--- src/rtl/speed_loop_sequencer.sv ---
// -----------------------------------------------------------------------------
// speed_loop_sequencer
//
// Purpose:
//   Runs one closed-loop motor speed update per sample period and owns the
//   goal setpoint. Each sample it steps the goal from the up/down buttons,
//   latches the measured speed, forms the error, borrows the shared 9x9
//   signed multiplier through a req/ack handshake to compute gain*error,
//   then scales and saturates the product into the duty command that the
//   PWM block consumes.
//
// Parameters:
//   SAMPLE_PERIOD  clk cycles per control update (minimum 8)
//   GOAL_LIMIT     symmetric goal clamp magnitude (1..127)
//   SHIFT          arithmetic right shift applied to the product (0..16)
//
// Optional feature:
//   MUL_TIMEOUT_EN  when defined, a multiplier that never acks is abandoned
//                   after 255 cycles: duty is forced to 0, duty_valid pulses
//                   and the sticky fault flag is set. When undefined the
//                   sequencer waits for ack indefinitely and fault is 0.
//
// Ports:
//   clk             in   1   system clock
//   reset           in   1   asynchronous, active-high
//   count_up        in   1   level, raise goal by 1 at the next sample
//   count_down      in   1   level, lower goal by 1 at the next sample
//   gain            in   8   unsigned loop gain
//   measured_speed  in   8   signed feedback speed
//   mul_req         out  1   multiplier request
//   mul_a           out  9   signed operand A = {1'b0, gain}
//   mul_b           out  9   signed operand B = error
//   mul_ack         in   1   multiplier grant / result valid
//   mul_p           in   18  signed product, valid with mul_ack
//   duty_cycle      out  8   signed duty command, held between updates
//   duty_valid      out  1   1-cycle pulse when duty_cycle updates
//   goal            out  8   signed current setpoint
//   busy            out  1   high whenever an update is in progress
//   overrun         out  1   1-cycle pulse when a tick arrives while busy
//   fault           out  1   sticky multiplier timeout flag
// -----------------------------------------------------------------------------
module speed_loop_sequencer #(
    parameter int SAMPLE_PERIOD = 1000000,
    parameter int GOAL_LIMIT    = 127,
    parameter int SHIFT         = 8
) (
    input  logic               clk,
    input  logic               reset,
    input  logic               count_up,
    input  logic               count_down,
    input  logic [7:0]         gain,
    input  logic signed [7:0]  measured_speed,
    output logic               mul_req,
    output logic signed [8:0]  mul_a,
    output logic signed [8:0]  mul_b,
    input  logic               mul_ack,
    input  logic signed [17:0] mul_p,
    output logic signed [7:0]  duty_cycle,
    output logic               duty_valid,
    output logic signed [7:0]  goal,
    output logic               busy,
    output logic               overrun,
    output logic               fault
);

    localparam int CNT_W = (SAMPLE_PERIOD > 1) ? $clog2(SAMPLE_PERIOD) : 1;
    localparam logic [CNT_W-1:0] CNT_LAST = CNT_W'(SAMPLE_PERIOD - 1);
    localparam logic signed [7:0] GOAL_MAX = 8'(GOAL_LIMIT);
    localparam logic signed [7:0] GOAL_MIN = -GOAL_MAX;

    typedef enum logic [2:0] {
        S_IDLE   = 3'd0,
        S_SAMPLE = 3'd1,
        S_ERROR  = 3'd2,
        S_MUL    = 3'd3,
        S_SCALE  = 3'd4,
        S_UPDATE = 3'd5
    } state_t;

    // Arithmetic shift (floor) followed by a symmetric clamp; -128 is never
    // produced so the PWM block sees a balanced command range.
    function automatic logic signed [7:0] scale_sat(input logic signed [17:0] p);
        logic signed [17:0] s;
        s = p >>> SHIFT;
        if (s > 18'sd127) begin
            return 8'sd127;
        end else if (s < -18'sd127) begin
            return -8'sd127;
        end else begin
            return s[7:0];
        end
    endfunction

    state_t state_q, state_d;

    logic [CNT_W-1:0]   cnt_q, cnt_d;
    logic               tick;

    logic signed [7:0]  goal_q, goal_d;
    logic signed [8:0]  mul_a_q, mul_a_d;
    logic signed [8:0]  mul_b_q, mul_b_d;
    logic signed [7:0]  duty_q, duty_d;
    logic               duty_valid_q, duty_valid_d;
    logic               fault_q, fault_d;

    // Data-only registers: their contents are always rewritten before use.
    logic [7:0]         gain_lat_q, gain_lat_d;
    logic signed [7:0]  speed_lat_q, speed_lat_d;
    logic signed [17:0] prod_q, prod_d;

    logic signed [8:0]  err;
    logic               mul_timeout;

`ifdef MUL_TIMEOUT_EN
    logic [7:0] wait_q, wait_d;

    // Last permitted MUL cycle is wait_q == 254, i.e. 255 cycles with req high.
    assign mul_timeout = (state_q == S_MUL) && !mul_ack && (wait_q == 8'd254);

    always_comb begin
        wait_d = wait_q;
        if (state_q == S_ERROR) begin
            wait_d = 8'd0;
        end else if (state_q == S_MUL) begin
            wait_d = wait_q + 8'd1;
        end
    end

    always_ff @(posedge clk or posedge reset) begin
        if (reset) begin
            wait_q <= 8'd0;
        end else begin
            wait_q <= wait_d;
        end
    end
`else
    assign mul_timeout = 1'b0;
`endif

    // Free-running sample-period counter; never paused by a busy FSM.
    assign tick = (cnt_q == CNT_LAST);

    always_comb begin
        cnt_d = tick ? '0 : cnt_q + CNT_W'(1);
    end

    // Exact 9-bit error; goal_q already holds this sample's stepped value.
    assign err = {goal_q[7], goal_q} - {speed_lat_q[7], speed_lat_q};

    // FSM: state register
    always_ff @(posedge clk or posedge reset) begin
        if (reset) begin
            state_q <= S_IDLE;
        end else begin
            state_q <= state_d;
        end
    end

    // FSM: next-state logic
    always_comb begin
        state_d = state_q;
        case (state_q)
            S_IDLE:   if (tick) state_d = S_SAMPLE;
            S_SAMPLE: state_d = S_ERROR;
            S_ERROR:  state_d = S_MUL;
            S_MUL: begin
                if (mul_ack) begin
                    state_d = S_SCALE;
                end else if (mul_timeout) begin
                    state_d = S_IDLE;
                end
            end
            S_SCALE:  state_d = S_UPDATE;
            S_UPDATE: state_d = S_IDLE;
            default:  state_d = S_IDLE;
        endcase
    end

    // FSM: outputs decoded from state. mul_req comes straight from the state
    // register so an asynchronous reset drops it immediately.
    always_comb begin
        mul_req = (state_q == S_MUL);
        busy    = (state_q != S_IDLE);
        overrun = tick && (state_q != S_IDLE);
    end

    // Datapath next-state
    always_comb begin
        goal_d       = goal_q;
        mul_a_d      = mul_a_q;
        mul_b_d      = mul_b_q;
        duty_d       = duty_q;
        duty_valid_d = 1'b0;
        fault_d      = fault_q;
        gain_lat_d   = gain_lat_q;
        speed_lat_d  = speed_lat_q;
        prod_d       = prod_q;

        case (state_q)
            S_SAMPLE: begin
                gain_lat_d  = gain;
                speed_lat_d = measured_speed;
                // Up has priority; each direction only moves inside the clamp.
                if (count_up) begin
                    if (goal_q < GOAL_MAX) goal_d = goal_q + 8'sd1;
                end else if (count_down) begin
                    if (goal_q > GOAL_MIN) goal_d = goal_q - 8'sd1;
                end
            end
            S_ERROR: begin
                // Operands are registered here and held for the whole MUL state.
                mul_a_d = {1'b0, gain_lat_q};
                mul_b_d = err;
            end
            S_MUL: begin
                if (mul_ack) begin
                    prod_d = mul_p;
                end else if (mul_timeout) begin
                    duty_d       = 8'sd0;
                    duty_valid_d = 1'b1;
                    fault_d      = 1'b1;
                end
            end
            S_SCALE: begin
                // Registered on leaving SCALE so the new duty and its valid
                // pulse appear together during UPDATE.
                duty_d       = scale_sat(prod_q);
                duty_valid_d = 1'b1;
            end
            default: ;
        endcase
    end

    always_ff @(posedge clk or posedge reset) begin
        if (reset) begin
            cnt_q        <= '0;
            goal_q       <= 8'sd0;
            mul_a_q      <= 9'sd0;
            mul_b_q      <= 9'sd0;
            duty_q       <= 8'sd0;
            duty_valid_q <= 1'b0;
            fault_q      <= 1'b0;
        end else begin
            cnt_q        <= cnt_d;
            goal_q       <= goal_d;
            mul_a_q      <= mul_a_d;
            mul_b_q      <= mul_b_d;
            duty_q       <= duty_d;
            duty_valid_q <= duty_valid_d;
            fault_q      <= fault_d;
        end
    end

    always_ff @(posedge clk) begin
        gain_lat_q  <= gain_lat_d;
        speed_lat_q <= speed_lat_d;
        prod_q      <= prod_d;
    end

    assign mul_a      = mul_a_q;
    assign mul_b      = mul_b_q;
    assign duty_cycle = duty_q;
    assign duty_valid = duty_valid_q;
    assign goal       = goal_q;

`ifdef MUL_TIMEOUT_EN
    assign fault = fault_q;
`else
    assign fault = 1'b0;
`endif

endmodule

--- config.mk ---
export PLATFORM = sky130hd
export DESIGN_NAME = speed_loop_sequencer
export DESIGN_NICKNAME = d
export VERILOG_FILES = /design/src/rtl/speed_loop_sequencer.sv
export SDC_FILE = /design/constraint.sdc
export NUM_CORES = 1
export LEC_CHECK = 0
export ABC_CLOCK_PERIOD_IN_PS = 2400
export BUFFER_PORTS_ARGS = -buffer_cell sky130_fd_sc_hd__buf_4
export CELL_PAD_IN_SITES_DETAIL_PLACEMENT = 0
export CELL_PAD_IN_SITES_GLOBAL_PLACEMENT = 1
export CORE_ASPECT_RATIO = 0.7
export CORE_MARGIN = 2
export CORE_UTILIZATION = 29
export DETAILED_ROUTE_END_ITERATION = 12
export PLACE_DENSITY = 0.64
export SYNTH_ARGS = -nofsm -noshare
export SYNTH_HDL_FRONTEND = slang
export SYNTH_SLANG_ARGS = --single-unit
export TNS_END_PERCENT = 1
--- constraint.sdc ---
create_clock -name clk -period 2.4 [get_ports clk]
set_clock_uncertainty 0.1 [all_clocks]
set_input_delay 0.12 -clock clk [delete_from_list [all_inputs] [get_ports clk]]
set_output_delay 0.12 -clock clk [all_outputs]
set_load 0.01 [all_outputs]
# Word level (Yosys, flattened, before mapping)
# Cells that the tools add are included.
# Widths: inputs -> output; s select.
# word_totals
output_inout_bits	39
wordCells	45
reg_bits	91
# op_classes
order_cmp	4
eq_ne	8
reduce_logical	8
add_sub_neg	4
mux	11
# op_table
operator	n
$mux 8	6
$add 20x1->20 const B	1
$eq 20x20->1 const B	1
$mux 20	1
$pmux 3 s5	1
$gt 10x8->1 const B	1
$lt 10x8->1 const B	1
$sub 8x8->9	1
$add 8x2->8 const B	1
$gt 8x8->1 const B	1
$lt 8x8->1 const B	1
$sub 8x2->8 const B	1
$eq 3x2->1 const B	2
$mux 3	2
$ne 2x1->1 const B	2
$reduce_and 2->1	2
$reduce_and 4->1	1
$reduce_bool 2->1	2
$eq 3x1->1 const B	1
$eq 3x3->1 const B	1
$logic_not 3->1	1
$reduce_bool 3->1	1
$ne 2x2->1 const B	1
$logic_and 1x1->1	1
$mux 1	1

# Logic depth before layout (Yosys ltp)
# Gate-level depths: netlist (run 1).
# depth
depth_word	4
ltp_mapped	8
ltp_nobuf	8

# Worst setup path before layout (run 1)
# OpenSTA, ideal clock, no wires.
# synth_path
path_kind	reg2reg
startpoint	register goal_q[0], in the netlist goal[0]
endpoint	register mul_b_q[6], in the netlist mul_b[6]
setup_time_ns	0.069
t_arrival_ns	2.103
path_stages_with_launch	9
period_less_slack_ns	2.272
t_required_ns	2.231
path_slack_ns	0.128
cell_sequence	dfrtp_1 inv_1 ha_1 fa_1 nor2b_1 o21ai_0 a21o_1 or4b_1 nand3_1
# synth_between
elab_chain_cells	1
# synth_rtl
item	line	text
from (decl)	99	logic signed [7:0] goal_q, goal_d;
from (signal assigned)	245	goal_q <= goal_d;
$sub 8x8->9	148	assign err = {goal_q[7], goal_q} - {speed_lat_q[7], speed_lat_q};
to (signal assigned)	247	mul_b_q <= mul_b_d;
to (decl)	101	logic signed [8:0] mul_b_q, mul_b_d;
# No other way between the ends.
# A chain may end at the register's enable or synchronous reset.

# Worst setup path after layout (run 1)
# Ends and elaborated chain as after synthesis.

==> results of run 1 <==
-- per-layer routing --
layer / part of all wire (%) / GRT usage, %
met5: 0 / 0
met4: 1.3 / 4.00
met3: 5.5 / 4.61
met2: 40 / 17.9
met1: 53 / 19.5
-- metrics by stage --
stage	hold slack, ns	util, %
after floorplan	0.119	-
after detailed placement	0.141	35.3
after CTS	0.139	39.7
after global routing	0.166	39.8
final	0.147	39.8
after global placement	0.144	35.3
-- timing repair --
action,CTS,global route
endpoints found under the hold margin,52,0
hold buffers,28,0
setup endpoints to repair,0,1
setup buffers,0,1
-- flip-flops by register name, summed over array words and instances, names as in the netlist --
name / count
duty_cycle: 8
prod_q: 10
duty_valid: 1
mul_a: 8
mul_b: 9
goal: 8
gain_lat_q: 8
cnt_q: 20
state_q: 3
speed_lat_q: 8
-- cell usage in the layout (no fill, tap or decap), types with 4 or more instances in the layout --
| master | Yosys | layout |
|---|---|---|
| nand2_1 | 53 | 53 |
| nand3_1 | 13 | 13 |
| dfrtp_1 | 57 | 57 |
| nand4_1 | 5 | 5 |
| nor2b_1 | 4 | 4 |
| nor3_1 | 7 | 7 |
| nor2_1 | 34 | 34 |
| xor2_1 | 13 | 13 |
| inv_1 | 16 | 15 |
| buf_4 | 2 | 78 |
| edfxtp_1 | 26 | 26 |
| nand2b_1 | 4 | 4 |
| xnor2_1 | 12 | 12 |
| mux2_4 | 4 | 4 |
| clkbuf_16 | 0 | 9 |
| o21ai_1 | 6 | 6 |
| o211ai_1 | 4 | 4 |
| a21oi_1 | 10 | 10 |
| and3_1 | 6 | 6 |
| ha_1 | 15 | 15 |
| o21ai_0 | 13 | 13 |
| dlygate4sd3_1 | 0 | 28 |
-- worst paths after layout --
check                         startpoint       endpoint  slack [ns]  depth (start not counted)
min reg2reg                gain_lat_q[2]       mul_a[2]        0.34                          2
max reg2reg                      goal[0]       mul_b[6]        0.14                          8
min in group asynchronous          reset       mul_b[0]        0.32                          3
max in group asynchronous          reset  duty_cycle[1]        1.19                          4
min                           count_down        goal[1]        0.15                          4
max                              goal[0]       mul_b[6]        0.14                          8
-- kinds of logic (layout without fill, tap and decap cells) --
family	after synthesis	count (layout)
XOR/XNOR	25	25
buffers and inverters	25	140
flip-flops	83	83
multiplexers	7	7
AND/OR/NAND/NOR	146	146
adder cells (fa/ha/maj)	17	17
other	1	2
AO/OA/AOI/OAI	48	48
-- worst reg2reg max path, stage by stage, from the launching register on --
cell and delay, ns:
dfrtp_1 0.36, inv_1 0.07, ha_1 0.22, fa_1 0.40, nor2b_1 0.14, o21ai_0 0.13
a21o_1 0.21, or4b_1 0.46, nand3_1 0.10
-- power by group --
group / switching [W] / leakage [nW] / total, W / internal, W
Combinational: 0.00136 / 1.28 / 0.00260 / 0.00124
Clock: 0.000546 / 0.139 / 0.00138 / 0.000833
Sequential: 0.000310 / 0.955 / 0.00222 / 0.00191
-- cells in the mapped netlist (all sizes together), types with 3 or more instances --
cell / instances
o21ai: 20
o211ai: 4
buf: 3
xor2: 13
a21oi: 11
nor2: 34
nand4: 5
nand2: 53
nand3: 13
inv: 18
edfxtp: 26
nor2b: 4
nor3: 7
xnor2: 12
clkbuf: 4
nand2b: 4
ha: 15
dfrtp: 57
nor4b: 3
mux2: 5
and3: 6
nor3b: 3
-- layout make-up --
type                       count  share of cell area, %
clock buffer                  12                   4.73
clock inverter                 4                  0.960
inverter                      18                   1.30
multi-input combinational    245                   30.1
sequential                    83                   42.4
tap                          166                   3.99
timing repair buffer         106                   16.6
==> impl_metrics.csv, run 1 <==
group,metric,value,unit
yosys,synth_edf_count,26,
cells_and_area,diodes,0,
pwr,vdd_drop_max,0.440,mV
yosys,synthArstFlopShare,68.7,%
setup_path,worst_path_dominant_cell_family,"simple AND/OR/NAND/NOR gates",
detailed_routing,wl_per_cell,13.9,microns
global_routing,grt-ovfl-total,0,
yosys,syn-cell-area,0.00387,sq mm
detailed_routing,vias,2876,
detailed_routing,detail_route.vias_per_cell,4.54,
global_routing,grt_pass1_wl,14.4,mm
pwr,power.density,1190,mW/mm^2
die,top_level_ports,78,
worst_hold_path,hold_path.class,"input port to flip-flop",
global_routing,grt.total_usage,13.2,%
detailed_routing,ant_nets,0,
sta,min_period,2.26,ns
yosys,synthSimpleGateAreaFrac,18.1,%
yosys,yosysSeqAreaShare,57.0,%
sta,min_period_over_period,94.4,%
yosys,synthCells,352,
global_routing,antenna_found_initial,0,
placement,port_buffers,67,
cts,post_cts_resized,0,
global_routing,grt_max_degree,28,
cells_and_area,area_delta_synth_final,34.6,%
setup_path,worstPathRequired,2.57,ns
yosys,ys_top_cells_by_area,"dfrtp_1 (37%), edfxtp_1 (20%), nand2_1 (5.1%)",
yosys,avgSynthCellArea,11.0,sq um
cts,max-clock-path-buffers,2,
yosys,yosys.area_share.adder,5.88,%
placement,dp_cells,589,
die,start_util,29.6,%
die,num_rows,35,
placement,placed_area,0.00463,sq mm
detailed_routing,drtIter0Drc,162,
die,die_area,0.0143,sq mm
yosys,synth_largest_area_cell,"dfrtp_1",
sta,setup_viol_count_final,0,
pwr,p_leak,2.37,nW
setup_path,cp_max_fo,3,
sta,slew_headroom,59.9,%
yosys,ys_types,51,
cells_and_area,final_cell_count_no_fill,634,
sta,worstMarginPinSlew,0.600,ns
sta,layout_setup_ws,0.135,ns
yosys,synthFlopType,"dfrtp_1",
cells_and_area,multi_input_area,0.00157,sq mm
setup_path,max_stage_delay,0.46,ns
setup_path,worstPathCellList,"inv_1, ha_1, fa_1, nor2b_1, o21ai_0, a21o_1, or4b_1, nand3_1",
detailed_routing,wl,8.83,mm
sta,rsz0062_at_grt,"false",
cts,htree_levels,3,
placement,post-place-ws,0.166,ns
yosys,synth_top_family_by_area,"simple AND/OR/NAND/NOR gates",
placement,hpwl,6.53,mm
setup_path,cp.arrival,2.43,ns
yosys,synth_compound_area_share,8.27,%
sta,slew_violations,0,
cells_and_area,fill_cells,1250,
pwr,total_power,0.00620,W
outcome,status,"complete, no violations",
setup_path,critPathBufInv,1,
cts,cts_tree,"built",
cells_and_area,stdcell_area,0.00521,sq mm
cells_and_area,nNetsFinal,519,
cts,cts_made_buffers,9,
die,core,0.0131,sq mm
cells_and_area,drive_gt1_share,22.4,%
cts,clkLatencyLatePin,0.34,ns
sta,finalSetupTns,0,ns
setup_path,startpoint_type,"flip-flop",
detailed_routing,drc,0,
die,die_h,101,microns
die,die_w,142,microns
sta,max_freq,442,MHz
yosys,synth_warnings,0,
setup_path,cp-end-kind,"flip-flop",
detailed_routing,dr.pass1.iters,4,
cells_and_area,register_area,0.00221,sq mm
run,max_cap_violations,0,
sta,hold_viol_final,0,
yosys,yosysTopAreaCellShare,36.8,%
placement,place_congestion,0.750,
setup_path,crit_type,"flip-flop to flip-flop",
cts,cts.sinks,83,
yosys,synthMuxAreaShare,2.36,%
yosys,synth_xor_area_share,5.65,%
cts,cts-root-buf,"clkbuf_16",
yosys,ys_seq_elements,83,
setup_path,slowest_stage,"or4b_1",
global_routing,grt_pass1_vias,2851,
cts,path_clk_slew,0.06,ns
Power figures use the tool's default switching activity.
==> run 2: changes to the inputs <==
--- a/config.mk
+++ b/config.mk
@@ -5,7 +5,7 @@
 export SDC_FILE = /design/constraint.sdc
 export NUM_CORES = 1
 export LEC_CHECK = 0
-export ABC_CLOCK_PERIOD_IN_PS = 2400
+export ABC_CLOCK_PERIOD_IN_PS = 2660
 export BUFFER_PORTS_ARGS = -buffer_cell sky130_fd_sc_hd__buf_4
 export CELL_PAD_IN_SITES_DETAIL_PLACEMENT = 0
 export CELL_PAD_IN_SITES_GLOBAL_PLACEMENT = 1
==> constraint.sdc (replaced) <==
create_clock -name clk -period 2.66 [get_ports clk]
set_clock_uncertainty 0.1 [all_clocks]
set_input_delay 0.133 -clock clk [delete_from_list [all_inputs] [get_ports clk]]
set_output_delay 0.133 -clock clk [all_outputs]
set_load 0.01 [all_outputs]
==> run 2 against run 1 <==
  * Worst setup slack improved by 0.090 ns
  * Sequential share of layout area rose by 0.55 points
  * Non-clock buffer count shrank 5
  * Fmax fell by 7.0%
  * Power fell by 13%
  * Largest cell class unchanged
==> impl_metrics.csv, run 2 (synthesized netlist as in run 1, its figures left out) <==
group,metric,value,unit
cells_and_area,area_delta_synth_final,32.9,%
pwr,clkPwrFrac,20.8,%
cells_and_area,drive_gt1_share,22.0,%
pwr,p_comb_share,42.0,%
sta,setup_viol_count_final,0,
sta,hold_ws,0.0124,ns
detailed_routing,dr.pass1.iters,4,
sta,worstMarginPinSlew,0.812,ns
cells_and_area,final_cell_count_no_fill,629,
setup_path,cp.arrival,2.60,ns
cells_and_area,diodes,0,
detailed_routing,vias,2826,
placement,placed_area,0.00460,sq mm
detailed_routing,ant_nets,0,
cts,cts-root-buf,"clkbuf_16",
cells_and_area,top_register,"cnt_q",
die,top_level_ports,78,
cts,htree_levels,3,
pwr,switching_share,36.8,%
placement,hpwl,6.38,mm
placement,port_buffers,67,
die,core,0.0131,sq mm
global_routing,grt_pass1_vias,2743,
cts,max-clock-path-buffers,2,
sta,slew_violations,0,
cells_and_area,nNetsFinal,514,
sta,finalSetupTns,0,ns
detailed_routing,drc,0,
placement,place_congestion,0.756,
sta,max_freq,411,MHz
placement,dp_cells,586,
setup_path,worstPathCellList,"inv_1, ha_1, fa_1, nor2b_1, o21ai_0, a21o_1, or4b_1, nand3_1",
setup_path,cp_max_fo,6,
cells_and_area,final_util,39.3,%
global_routing,grt_max_degree,38,
cts,cts_made_buffers,9,
worst_hold_path,whs_path_depth,3,
cells_and_area,final_common_cell,"buf_4",
worst_hold_path,hold_path.class,"input port to flip-flop",
run,max_cap_violations,0,
cells_and_area,stdcell_area,0.00515,sq mm
sta,hold_viol_final,0,
setup_path,cp-end-kind,"flip-flop",
setup_path,reg2reg_depth,8,
sta,min_period,2.43,ns
detailed_routing,wl_per_cell,13.7,microns
cts,path_clk_slew,0.06,ns
cts,cts_tree,"built",
sta,slew_headroom,45.8,%
detailed_routing,detail_route.vias_per_cell,4.49,
cells_and_area,fill_cells,1267,
die,die_area,0.0143,sq mm
detailed_routing,drtIter0Drc,170,
sta,min_period_over_period,91.5,%
die,start_util,29.6,%
setup_path,max_stage_delay,0.47,ns
setup_path,crit_type,"flip-flop to flip-flop",
die,die_h,101,microns
setup_path,startpoint_type,"flip-flop",
pwr,vdd_drop_max,0.402,mV
sta,rsz0062_at_grt,"false",
cts,cts.sinks,83,
cells_and_area,final_cell_mix,"buf_4 (74), dfrtp_1 (56), nand2_1 (53)",
setup_path,worstPathRequired,2.83,ns
pwr,seq_power_share,37.2,%
global_routing,antenna_found_initial,0,
pwr,power.density,1050,mW/mm^2
outcome,status,"complete, no violations",
detailed_routing,wl,8.60,mm
die,num_rows,35,
cts,clkLatencyLatePin,0.34,ns
global_routing,grt_pass1_wl,14.2,mm
pwr,p_int,0.00342,W
pwr,p_leak,2.33,nW
global_routing,grt.total_usage,13.1,%
die,die_w,142,microns
setup_path,slowest_stage,"or4b_1",
global_routing,grt-ovfl-total,0,
cells_and_area,largest_reg_flops,20,
pwr,p_switching,0.00200,W
run 2: final cells by class:
class                   count  area (sq um)  share of cell area, %
multi-input cells         245          1570                   30.4
flip-flops and latches     83          2210                   42.9
repair buffers            101           826                   16.0
clock inverters             6          42.5                  0.826
inverters                  18          67.6                   1.31
well taps                 166           208                   4.03
clock buffers              10           229                   4.45
run 2: power by group through the flow:
| stage | sequential, W | clock (W) | combinational, W |
|---|---|---|---|
| finish | 0.00201 | 0.00113 | 0.00227 |
| global route | 0.00207 | 0.00123 | 0.00256 |
| CTS | 0.00202 | 0.00117 | 0.00230 |
| detailed placement | 0.00204 | 0 | 0.00226 |
| global placement | 0.00204 | 0 | 0.00223 |
| floorplan | 0.00209 | 0 | 0.00132 |
run 2: final timing paths:
| kind | startpoint | to | slack (ns) |
|---|---|---|---|
| min in group asynchronous | reset | mul_b[1] | 0.41 |
| worst max-delay path | goal[0] | mul_b[6] | 0.23 |
| worst max register to register | goal[0] | mul_b[6] | 0.23 |
| max in group asynchronous | reset | duty_cycle[5] | 1.35 |
| worst min-delay path | mul_ack | state_q[1] | 0.01 |
| worst min register to register | gain_lat_q[3] | mul_a[3] | 0.34 |
run 2: per-layer routing:
layer	GRT usage, %	wire (microns)
met1	19.8	4640
met4	3.62	109
met5	0	0
met2	17.3	3380
met3	4.70	476
run 2: what timing repair did:
item | 4_1_cts | 5_1_grt
setup endpoints to repair | 0 | 1
endpoints found under the hold margin | 61 | 0
hold buffers | 27 | 0
buffers inserted | 0 | 0
resized for setup | 0 | 1
run 2: stage by stage:
step	power, W	worst slack, ns
after floorplan	0.00341	0.388
after global routing	0.00586	0.0550
after CTS	0.00550	0.177
after global placement	0.00428	0.276
final	0.00542	0.226
after detailed placement	0.00430	0.200
run 2: worst max-delay path, delay by kind of cell, from the launching register on:
family / cells / cell delay [ns]
simple gates: 3 / 0.73
compound gates: 2 / 0.41
fa+ha+maj: 2 / 0.63
buf+inv: 1 / 0.08
flops: 1 / 0.42
